**src/rtl/pad_serial_tx_pkg.sv**
```systemverilog
// Shared types and idle-level constants for the pad serial transmitter.
// PARITY is always encoded so the state encoding matches with or without PAD_SERIAL_TX_PARITY_EN.
package pad_serial_tx_pkg;

  typedef enum logic [2:0] {
    ST_IDLE   = 3'd0,
    ST_LEAD   = 3'd1,
    ST_START  = 3'd2,
    ST_DATA   = 3'd3,
    ST_PARITY = 3'd4,
    ST_STOP   = 3'd5
  } state_e;

  localparam logic O_IDLE    = 1'b1;
  localparam logic T_RELEASE = 1'b1;

  // Counter width that stays legal for a range of size 1.
  function automatic int cnt_w(input int n);
    return (n > 1) ? $clog2(n) : 1;
  endfunction

endpackage

```
**src/rtl/pad_serial_tx_baud.sv**
```systemverilog
// Bit-time divider: counts 0..BIT_DIV-1 and flags the last clock of each bit.
module pad_serial_tx_baud
  import pad_serial_tx_pkg::*;
#(
  parameter int BIT_DIV = 4
) (
  input  logic C,
  input  logic R,
  input  logic clr,
  output logic tick
);

  localparam int CW = cnt_w(BIT_DIV);
  localparam logic [CW-1:0] LAST = CW'(BIT_DIV - 1);

  logic [CW-1:0] cnt;

  always_ff @(posedge C) begin
    if (R || clr || cnt == LAST) begin
      cnt <= '0;
    end else begin
      cnt <= cnt + 1'b1;
    end
  end

  assign tick = (cnt == LAST);

endmodule

```
**src/rtl/pad_serial_tx.sv**
```systemverilog
// Parallel-to-serial pad transmitter with registered O/T (OFDT-style output).
// Define PAD_SERIAL_TX_PARITY_EN to append an even-parity bit before STOP.
module pad_serial_tx
  import pad_serial_tx_pkg::*;
#(
  parameter int DATA_W    = 8,
  parameter int BIT_DIV   = 4,
  parameter int LEAD_BITS = 1
) (
  input  logic              C,
  input  logic              R,
  input  logic [DATA_W-1:0] DATA,
  input  logic              VALID,
  output logic              READY,
  output logic              O,
  output logic              T,
  output logic              BUSY,
  output logic              DONE,
  output state_e            state_dbg
);

  localparam int IDX_W = cnt_w(DATA_W);
  localparam logic [IDX_W-1:0] LAST_IDX  = IDX_W'(DATA_W - 1);
  localparam logic [3:0]       LAST_LEAD = 4'(LEAD_BITS - 1);

  // Handshake: a word transfers on a rising C edge where VALID and READY are
  // both high; READY is high only in IDLE with R low, so reset blocks accept.
  state_e            state;
  logic              tick;
  logic              accept;
  logic [3:0]        lead_cnt;
  logic [IDX_W-1:0]  bit_idx;
  logic [DATA_W-1:0] sh;
  logic [DATA_W-1:0] sh_next;
`ifdef PAD_SERIAL_TX_PARITY_EN
  logic              par;
`endif

  assign READY     = (state == ST_IDLE) && !R;
  assign accept    = VALID && READY;
  assign sh_next   = sh >> 1;
  assign state_dbg = state;

  pad_serial_tx_baud #(.BIT_DIV(BIT_DIV)) u_baud (
    .C    (C),
    .R    (R),
    .clr  (accept),
    .tick (tick)
  );

  always_ff @(posedge C) begin
    if (R) begin
      state    <= ST_IDLE;
      O        <= O_IDLE;
      T        <= T_RELEASE;
      BUSY     <= 1'b0;
      DONE     <= 1'b0;
      lead_cnt <= '0;
      bit_idx  <= '0;
      sh       <= '0;
`ifdef PAD_SERIAL_TX_PARITY_EN
      par      <= 1'b0;
`endif
    end else begin
      DONE <= 1'b0;
      case (state)
        ST_IDLE: begin
          if (accept) begin
            sh       <= DATA;
            BUSY     <= 1'b1;
            T        <= 1'b0;
            lead_cnt <= '0;
            bit_idx  <= '0;
`ifdef PAD_SERIAL_TX_PARITY_EN
            par      <= ^DATA;
`endif
            if (LEAD_BITS == 0) begin
              state <= ST_START;
              O     <= 1'b0;
            end else begin
              state <= ST_LEAD;
              O     <= 1'b1;
            end
          end
        end
        ST_LEAD: begin
          if (tick) begin
            if (lead_cnt == LAST_LEAD) begin
              state <= ST_START;
              O     <= 1'b0;
            end else begin
              lead_cnt <= lead_cnt + 1'b1;
            end
          end
        end
        ST_START: begin
          if (tick) begin
            state <= ST_DATA;
            O     <= sh[0];
          end
        end
        ST_DATA: begin
          if (tick) begin
            if (bit_idx == LAST_IDX) begin
`ifdef PAD_SERIAL_TX_PARITY_EN
              state <= ST_PARITY;
              O     <= par;
`else
              state <= ST_STOP;
              O     <= 1'b1;
`endif
            end else begin
              bit_idx <= bit_idx + 1'b1;
              sh      <= sh_next;
              O       <= sh_next[0];
            end
          end
        end
`ifdef PAD_SERIAL_TX_PARITY_EN
        ST_PARITY: begin
          if (tick) begin
            state <= ST_STOP;
            O     <= 1'b1;
          end
        end
`endif
        ST_STOP: begin
          if (tick) begin
            state <= ST_IDLE;
            O     <= O_IDLE;
            T     <= T_RELEASE;
            BUSY  <= 1'b0;
            DONE  <= 1'b1;
          end
        end
        default: begin
          state <= ST_IDLE;
          O     <= O_IDLE;
          T     <= T_RELEASE;
          BUSY  <= 1'b0;
        end
      endcase
    end
  end

endmodule
```
**config.mk**
```make
export PLATFORM = sky130hd
export DESIGN_NAME = pad_serial_tx
export DESIGN_NICKNAME = d
export VERILOG_FILES = /design/src/rtl/pad_serial_tx_pkg.sv /design/src/rtl/pad_serial_tx_baud.sv /design/src/rtl/pad_serial_tx.sv
export SDC_FILE = /design/constraint.sdc
export NUM_CORES = 1
export LEC_CHECK = 0
export CAP_MARGIN = 20
export CORE_MARGIN = 3
export CORE_UTILIZATION = 50
export CTS_CLUSTER_DIAMETER = 100
export DETAILED_ROUTE_END_ITERATION = 10
export PLACE_DENSITY = 0.75
export SLEW_MARGIN = 5
export SYNTH_ARGS = -nofsm -noshare
export SYNTH_HDL_FRONTEND = slang
export SYNTH_HIERARCHICAL = 1
export SYNTH_SLANG_ARGS = --single-unit
export TNS_END_PERCENT = 30
```
**constraint.sdc**
```tcl
create_clock -name C -period 2.27 [get_ports C]
set_clock_uncertainty 0.2 [all_clocks]
set_input_delay 0.454 -clock C [delete_from_list [all_inputs] [get_ports C]]
set_output_delay 0.454 -clock C [all_outputs]
set_load 0.02 [all_outputs]
```
After elaboration in Yosys (flattened, before gate mapping):

Cells that the tools add are included.

* register bits: 24
* input port bits: 11
* output and inout bits: 8

* multiplexer cells: 33
* add/sub/neg operators: 3
* bitwise gates (word level): 2
* reductions and logical operators: 16
* eq/ne operators: 15

Operators with widths (number)
* 3-bit two-way mux: 10
* 8-bit two-way mux: 3
* 2-bit != test (second input constant): 8
* 8-bit case mux with 2 select lines: 1
* 3-bit case mux with 5 select lines: 1
* 4-bit two-way mux: 3
* 1-bit two-way mux: 10
* 4-bit case mux with 2 select lines: 1
* 4-bit AND reduction: 2
* 7-bit AND reduction: 1
* 3-bit by 2-bit == test with 1-bit output (second input constant): 2
* 3-bit == test (second input constant): 2
* 1-bit case mux with 3 select lines: 2
* 3-bit case mux with 2 select lines: 1
* 6-bit AND reduction: 1
* 1-bit case mux with 5 select lines: 1
* 4-bit by 1-bit adder with 4-bit output (second input constant): 1
* 4-bit zero test: 1
* 2-bit nonzero test: 2
* 3-bit by 1-bit adder with 3-bit output (second input constant): 1
* 3-bit by 1-bit == test with 1-bit output (second input constant): 1
* 3-bit zero test: 1
* 3-bit AND reduction: 1
* 3-bit OR reduction: 1
* 8 further kinds: 11

Logic depth before layout (Yosys ltp):

Gate-level depths: netlist of run 1.

* depth after elaboration: 5
* mapped depth: 7
* mapped depth without buffers: 6

Cells and area by module:

The synthesis of run 1 kept the hierarchy.

Modules (own cells, without submodules)
* pad_serial_tx: instances 1, cells an instance 120, area an instance 1117.3 sq um, seq. area each 440.4 sq um
* pad_serial_tx_baud: instances 1, cells an instance 5, area an instance 80.1 sq um, seq. area each 40.0 sq um

Least setup slack after synthesis of run 1:

OpenSTA, ideal clock, no wires.

* path type: reg2out
* from: register state[2] (netlist: state_dbg[2])
* to: output port READY
* stages on the path, launching flop included: 3
* data arrival time: 1368 ps
* data required time: 1616 ps
* path buffers: 1
* setup slack: 248 ps
* path through: dfxtp_1 clkbuf_1 nor4_1

* cells in the longest elaborated chain, start to end: 2

Ends and longest elaborated chain
* from (decl): RTL line pad_serial_tx.sv:28 `state_e state;`
* from (signal assigned): RTL line pad_serial_tx.sv:53 `state <= ST_IDLE;`
* from (signal assigned): RTL line pad_serial_tx.sv:78 `state <= ST_START;`
* from (signal assigned): RTL line pad_serial_tx.sv:81 `state <= ST_LEAD;`
* 3-bit zero test: RTL line pad_serial_tx.sv:39 `assign READY = (state == ST_IDLE) && !R;`
* 1-bit logical AND: RTL line pad_serial_tx.sv:39
* to (decl): RTL line pad_serial_tx.sv:14 `output logic READY,`

No other way between the ends.

Worst setup path in the final report of run 1:

* from: register state[2] (netlist: state_dbg[2])
* to: output port state_dbg[2]

RTL lines
* to (decl): RTL line pad_serial_tx.sv:19 `output state_e state_dbg`

No word-level cell between the ends.

==> summary.md, run 1 <==
| Metric | Value |
|---|---|
| Status | `complete, no violations` |
| Syn Nets | `141` |
| Worst R2R Path Depth | `6` |
| Int Pwr | `0.0006902 W` |
| HP Class | `flip-flop to flip-flop` |
| Hold Path Cell Cnt | `1` |
| Hold Fails Final Rpt | `0` |
| PD cells | `584.3 nW/um^2` |
| CP max FO | `13` |
| Largest net degree at the start of global routing | `16` |
| Flop pwr share | `50.8%` |
| Drc violations | `0` |
| # port buffers | `18` |
| Final Slew Violations | `0` |
| Nets | `169` |
| Final instance area | `1528 sq um` |
| Fmax | `466.6 MHz` |
| Via count | `1003` |
| Post-CTS Setup Repair Bufs | `0` |
| Reg clk slew, reported paths | `0.13 ns` |
| Root buf cell | `clkbuf_4` |
| Hold WS | `0.2546 ns` |
| R2R Setup Slk | `0.27 ns` |
| Commonest non-fill, non-tap cell in the layout | `dfxtp_1` |
| Finished Layout Cells | `180` |
| Headroom to the max-slew limit | `75.04%` |
| Dominant synthesized flop cell | `dfxtp_1` |
| Die Y | `54.94 um` |
| Clk sinks | `24` |
| WL per Instance | `13.33 um` |
| Final Wtd Congestion | `0.8444` |
| First-pass detailed-route iteration total | `4` |
| Post-DRT Antenna Nets | `0` |
| RSZ-0062 raised after global routing | `false` |
| Mapped Cells | `125` |
| Overall Power | `0.0008926 W` |
| Starting Density | `53.61%` |
| Crit path cell chain | `buf_4 > clkdlybuf4s50_1` |
| P_leak | `0.6065 nW` |
| VDD IR max | `375.9 uV` |
| Crit-path max cell delay | `0.63 ns` |
| Final setup viols | `0` |
| WHS Endpoint | `u_baud/cnt[0]$_SDFF_PP0_` |
| Overall Global Routing Usage | `18.34%` |
| Net Sw Frac | `22.67%` |
| Top cells by area, synth | `dfxtp_1 (40%), mux2i_1 (9.2%), nor2_1 (5.6%)` |
| Critical Path AT | `1.49 ns` |
| Synth async-reset ratio | `0%` |
| Reg-to-Reg Start | `state_dbg[0]$_SDFFE_PP0P_` |
| Slowest cell on the critical path | `clkdlybuf4s50_1` |
| Synth area leader | `dfxtp_1` |
| Worst min-delay path startpoint | `u_baud/cnt[0]$_SDFF_PP0_` |
| CP Capture Type | `output port` |
| Cell variety after synth | `41` |
| DP Wirelength | `1769 um` |
| Syn_area_per_cell | `9.579 sq um` |
| Vias/cell | `5.572` |
| Commonest cells after routing, fill and taps aside | `dfxtp_1 (23), nor2_1 (18), clkdlybuf4s50_1 (17), mux2i_1 (11), buf_4 (11)` |
| Combinational Power Share | `14.7%` |
| Share of cells above drive strength 1 | `17.11%` |
| Number of synthesized flops with an enable pin | `0` |
| Global-route wire length before repair | `4050 um` |
| Startpoint types | `flip-flop` |
| Layout area overhead | `27.59%` |
| Clk network pwr share | `34.5%` |
| CTS Buf Count | `3` |
| Core Box Area | `2233 sq um` |
| H-tree Lvls | `1` |
| R2R Path End | `sh[1]$_SDFFE_PP0P_` |
| Maxcap violations | `0` |
| Routed WL | `2399 um` |
| Critical path type | `flip-flop to output port` |
| Cell Rows | `17` |
| Syn. warnings | `6` |
| Final min period | `2.143 ns` |
| Worst path required time | `1.62 ns` |
| Final core utilization | `68.40%` |
| Ports | `19` |
| Die W | `54.94 um` |
| Sequential element share of the synthesized area | `40.13%` |
| Slew at the pin with the worst max-slew slack | `0.3736 ns` |
| DRT iter0 DRCs | `12` |
| Placed Area | `1475 sq um` |
| Clock Tree Buf Depth | `2` |
| Ant diodes | `0` |
| Die ar. | `3018 sq um` |
| Clk_lat worst skew | `0.31 ns` |
| Period utilization | `94.41%` |
| GR Overflow Total | `0` |
| Synthesized flop and latch total | `24` |
| Switching pwr | `0.0002023 W` |
| Post-Syn Area | `1197 sq um` |
| CTS tree | `built` |
| Initial antenna violation count | `0` |
| Vias in the first global route | `956` |
| Hold_buf cts | `0` |
| Total placed cells including tap cells | `176` |
| Synth top area share | `40.13%` |
==> power groups by stage <==
stage	logic, W	clock network, W	registers (W)
finish	0.000131	0.000308	0.000454
CTS	0.000132	0.000318	0.000454
detailed placement	0.000132	0	0.000463
global route	0.000145	0.000334	0.000456
global placement	0.000128	0	0.000462
floorplan	0.0000724	0	0.000464
==> routing by layer <==
| metal | track usage (%) | share of wire, % | vias up |
|---|---|---|---|
| met5 | 0 | 0 | - |
| met4 | 8.097 | 0.58 | 0 |
| met3 | 2.413 | 3.8 | 2 |
| met2 | 30.71 | 51 | 14 |
| met1 | 23.39 | 45 | 473 |
| li1 | - | - | 514 |
==> cell families after synthesis <==
kind of cell / count (synthesis) / share of synthesized area, %
adder cells (fa/ha/maj): 5 / 5.225
buffers and inverters: 11 / 4.597
AND/OR/NAND/NOR: 44 / 21.52
flip-flops: 24 / 40.13
XOR/XNOR: 2 / 1.463
multiplexers: 11 / 9.196
AO/OA/AOI/OAI: 28 / 17.87
==> timing repair <==
item,in CTS,in global routing
setup endpoints to repair,1,1
resized for setup,1,1
gates cloned,0,0
==> state kept, by name, summed over array words and instances, names as in the netlist <==
signal and flops:
T 1, BUSY 1, O 1, u_baud/cnt 2, lead_cnt 4, DONE 1
sh 8, state_dbg 3, bit_idx 3
==> cells in the mapped netlist (all sizes together), types with 2 or more instances <==
library cell	n
a22oi	3
or3b	2
a21oi	5
ha	5
inv	4
nor3	3
mux2i	11
o21ai	3
nand2	3
a211oi	10
buf	5
nor4	2
nand2b	4
dfxtp	24
nor3b	3
clkbuf	2
nor2	18
==> stage by stage <==
| stage | TNS, ns | setup slack [ns] |
|---|---|---|
| 4_1_cts | 0 | 0.04471 |
| 3_3_place_gp | -1.051 | -0.1279 |
| 3_5_place_dp | -1.317 | -0.1465 |
| 6_report | 0 | 0.1268 |
| 5_1_grt | 0 | 0.03743 |
| 2_1_floorplan | 0 | 0.2485 |
==> critical path, delay by kind of cell, from the launching register on <==
kind	cells	cell delay (ns)
buffers and inverters	2	0.83
flip-flops	1	0.35
==> final cells by class <==
type                            instances  area [sq um]
Clock inverter                          1         30.03
Sequential cell                        24         481.7
Inverter                                4         15.01
Fill cell                             195         705.7
Timing Repair Buffer                   30         281.5
Multi-Input combinational cell         90         661.9
Tap cell                               28         35.03
Clock buffer                            3         22.52
==> worst max path at each step <==
stage | cells past startpoint | from | endpoint
floorplan | 2 | state_dbg[2]$_SDFFE_PP0P_ | READY
global placement | 3 | R | READY
detailed placement | 7 | R | sh[1]$_SDFFE_PP0P_
CTS | 1 | state_dbg[0]$_SDFFE_PP0P_ | state_dbg[0]
global route | 2 | state_dbg[2]$_SDFFE_PP0P_ | state_dbg[2]
finish | 2 | state_dbg[2]$_SDFFE_PP0P_ | state_dbg[2]
Note: power is estimated with default switching activity, not from simulation.
==> run 2: changes to the inputs <==
--- a/config.mk
+++ b/config.mk
@@ -7,10 +7,11 @@
 export LEC_CHECK = 0
 export CAP_MARGIN = 20
 export CORE_MARGIN = 3
-export CORE_UTILIZATION = 50
+export CORE_UTILIZATION = 52
 export CTS_CLUSTER_DIAMETER = 100
 export DETAILED_ROUTE_END_ITERATION = 10
-export PLACE_DENSITY = 0.75
+export MAX_ROUTING_LAYER = met4
+export PLACE_DENSITY = 0.78
 export SLEW_MARGIN = 5
 export SYNTH_ARGS = -nofsm -noshare
 export SYNTH_HDL_FRONTEND = slang
==> run 2 against run 1 <==
Effect of this change: clock-buffer cell count stayed put; first-iteration DRC count is 110% higher; critical path depth stayed put; sequential share of layout area hardly changed; wire length is 0.75% lower; flip-flop and latch count stayed put; total power is 0.31% lower; largest cell class unchanged.
==> summary.md, run 2 (synthesis gave the netlist of run 1 again) <==
| Metric | Value |
|---|---|
| HP Class | `flip-flop to flip-flop` |
| Ant diodes | `0 (unchanged)` |
| Final core utilization | `73.97% (+5.6 points)` |
| Largest net degree at the start of global routing | `23 (+7)` |
| Drc violations | `0 (unchanged)` |
| Core Box Area | `2062 sq um (-7.7%)` |
| Period utilization | `94.25% (-0.17 points)` |
| Hold WS | `0.2437 ns (-0.01092 ns)` |
| RSZ-0062 raised after global routing | `false` |
| Global-route wire length before repair | `4064 um (+0.35%)` |
| Vias in the first global route | `952 (-0.42%)` |
| Overall Global Routing Usage | `19.46% (+1.1 points)` |
| Startpoint types | `flip-flop` |
| Net Sw Frac | `22.44% (-0.23 points)` |
| Largest registers | `sh (8), lead_cnt (4)` |
| VDD IR max | `485.9 uV (+29%)` |
| Fillers | `162 (-17%)` |
| # port buffers | `18 (unchanged)` |
| Finished Layout Cells | `179 (-0.56%)` |
| PD cells | `583.4 nW/um^2 (-0.15%)` |
| Clk sinks | `24 (unchanged)` |
| Die W | `53.99 um (-1.7%)` |
| Hold Fails Final Rpt | `0 (unchanged)` |
| GR Overflow Total | `0 (unchanged)` |
| Worst R2R Path Depth | `7 (+1)` |
| Post-DRT Antenna Nets | `0 (unchanged)` |
| Maxcap violations | `0 (unchanged)` |
| WL per Instance | `13.30 um (-0.20%)` |
| CP max FO | `13 (unchanged)` |
| Flop pwr share | `50.7% (about the same)` |
| Slew at the pin with the worst max-slew slack | `0.3478 ns (-0.02583 ns)` |
| Final Wtd Congestion | `0.8589 (+1.7%)` |
| Starting Density | `58.07% (+4.5 points)` |
| R2R Setup Slk | `0.27 ns (about the same)` |
| Root buf cell | `clkbuf_4` |
| Nets | `169 (unchanged)` |
| WHS Endpoint | `u_baud/cnt[0]$_SDFF_PP0_` |
| Die Y | `53.99 um (-1.7%)` |
| Fmax | `467.4 MHz (+0.18%)` |
| Final setup viols | `0 (unchanged)` |
| Clk_lat worst skew | `0.31 ns (about the same)` |
| Reg with most FFs | `sh` |
| Critical path type | `flip-flop to output port` |
| Clk network pwr share | `34.2% (-0.3 points)` |
| CTS Buf Count | `3 (unchanged)` |
| R2R Path End | `sh[4]$_SDFFE_PP0P_` |
| Headroom to the max-slew limit | `76.76% (+1.7 points)` |
| Commonest non-fill, non-tap cell in the layout | `dfxtp_1` |
| Worst min-delay path startpoint | `u_baud/cnt[0]$_SDFF_PP0_` |
| P_leak | `0.6064 nW (about the same)` |
| Crit path cell chain | `buf_4 > clkdlybuf4s50_1` |
| Combinational Power Share | `15.1% (+0.4 points)` |
| DP Wirelength | `1811 um (+2.4%)` |
| Multi-input gate area | `661.9 sq um (unchanged)` |
| Vias/cell | `5.737 (+3.0%)` |
| Register Area | `480.5 sq um (-0.26%)` |
| Int Pwr | `0.0006901 W (about the same)` |
| DRT iter0 DRCs | `25 (+13)` |
| Initial antenna violation count | `0 (unchanged)` |
| Ports | `19 (unchanged)` |
| Clock Tree Buf Depth | `2 (unchanged)` |
| First-pass detailed-route iteration total | `4 (unchanged)` |
| Total placed cells including tap cells | `175 (-0.57%)` |
| H-tree Lvls | `1 (unchanged)` |
| Final Slew Violations | `0 (unchanged)` |
| CP Capture Type | `output port` |
| Top delay family on crit path | `buffers and inverters` |
| Hold Path Cell Cnt | `1 (unchanged)` |
| Crit-path max cell delay | `0.63 ns (about the same)` |
| Switching pwr | `0.0001997 W (-1.3%)` |
| Cell Rows | `16 (-1)` |
| Commonest cells after routing, fill and taps aside | `dfxtp_1 (24), nor2_1 (18), clkdlybuf4s50_1 (17), mux2i_1 (11), buf_4 (11)` |
| Setup_tns | `0 ns (unchanged)` |
| Slowest cell on the critical path | `clkdlybuf4s50_1` |
| Share of cells above drive strength 1 | `16.45% (-0.66 points)` |
| Routed WL | `2381 um (-0.75%)` |
| Final WS setup | `0.1306 ns (+0.003833 ns)` |
| Post-CTS Setup Repair Bufs | `0 (unchanged)` |
| Critical Path AT | `1.49 ns (about the same)` |
| Worst Path Buf+Inv | `2 (unchanged)` |
| Pre-CTS setup slack | `-0.1872 ns (-0.04069 ns)` |
| Die ar. | `2914 sq um (-3.4%)` |
| CTS tree | `built` |
| Status | `complete, no violations` |
| Worst path required time | `1.62 ns (about the same)` |
| Final min period | `2.139 ns (-0.003833 ns)` |
| Max FFs per register | `8 (unchanged)` |
| Layout area overhead | `27.38%` |
| Reg clk slew, reported paths | `0.12 ns (about the same)` |
| Reg-to-Reg Start | `bit_idx[0]$_SDFFE_PP0P_` |
| Via count | `1027 (+2.4%)` |
-- run 2: what timing repair did --
item,in CTS,in global routing
gates resized for setup,1,0
hold buffers,0,0
endpoints found under the hold margin,0,0
setup endpoints to repair,1,0
-- run 2: per-layer routing --
layer / global-route usage (%) / wire length, um / up-vias
li1: - / - / 512
met1: 23.91 / 1087 / 489
met2: 31.65 / 1167 / 20
met3: 2.770 / 100 / 6
met4: 8.299 / 26 / 0
met5: - / 0 / -
-- run 2: area by class of cell --
class                      count  share of cell area (%)
multi-input combinational     90                   43.40
sequential                    24                   31.50
timing repair buffer          30                   18.46
tap                           27                   2.215
clock inverter                 1                   1.969
clock buffer                   3                   1.477
inverter                       4                  0.9844
-- run 2: worst max-delay path by stage --
stage | startpoint | endpoint | slack [ns] | cells after the start
2_1_floorplan | state_dbg[2]$_SDFFE_PP0P_ | READY | 0.25 | 2
3_3_place_gp | R | READY | -0.12 | 3
3_5_place_dp | R | sh[4]$_SDFFE_PP0P_ | -0.19 | 7
4_1_cts | state_dbg[2]$_SDFFE_PP0P_ | state_dbg[2] | 0.10 | 2
5_1_grt | state_dbg[2]$_SDFFE_PP0P_ | state_dbg[2] | 0.04 | 2
6_report | state_dbg[2]$_SDFFE_PP0P_ | state_dbg[2] | 0.13 | 2
-- run 2: power groups by stage --
stage	combinational [W]	clock (W)	sequential, W
4_1_cts	0.000135	0.000314	0.000451
6_report	0.000135	0.000304	0.000451
3_3_place_gp	0.000131	0	0.000459
2_1_floorplan	0.0000724	0	0.000464
3_5_place_dp	0.000136	0	0.000460
5_1_grt	0.000148	0.000332	0.000453
-- run 2: per-stage QoR --
stage	area (sq um)	power, W
after floorplan	1197	0.0005362
after detailed placement	1474	0.0005963
after CTS	1525	0.0009005
after global routing	1525	0.0009331
after global placement	1474	0.0005901
final	1525	0.0008898
-- run 2: worst register-to-register path, stage by stage (launching register included) --
cell      delay (ns)
dfxtp_1         0.35
ha_1            0.21
ha_1            0.22
nand4b_1        0.28
a21oi_4         0.23
buf_12          0.16
nor2_1          0.05
a211oi_1        0.22
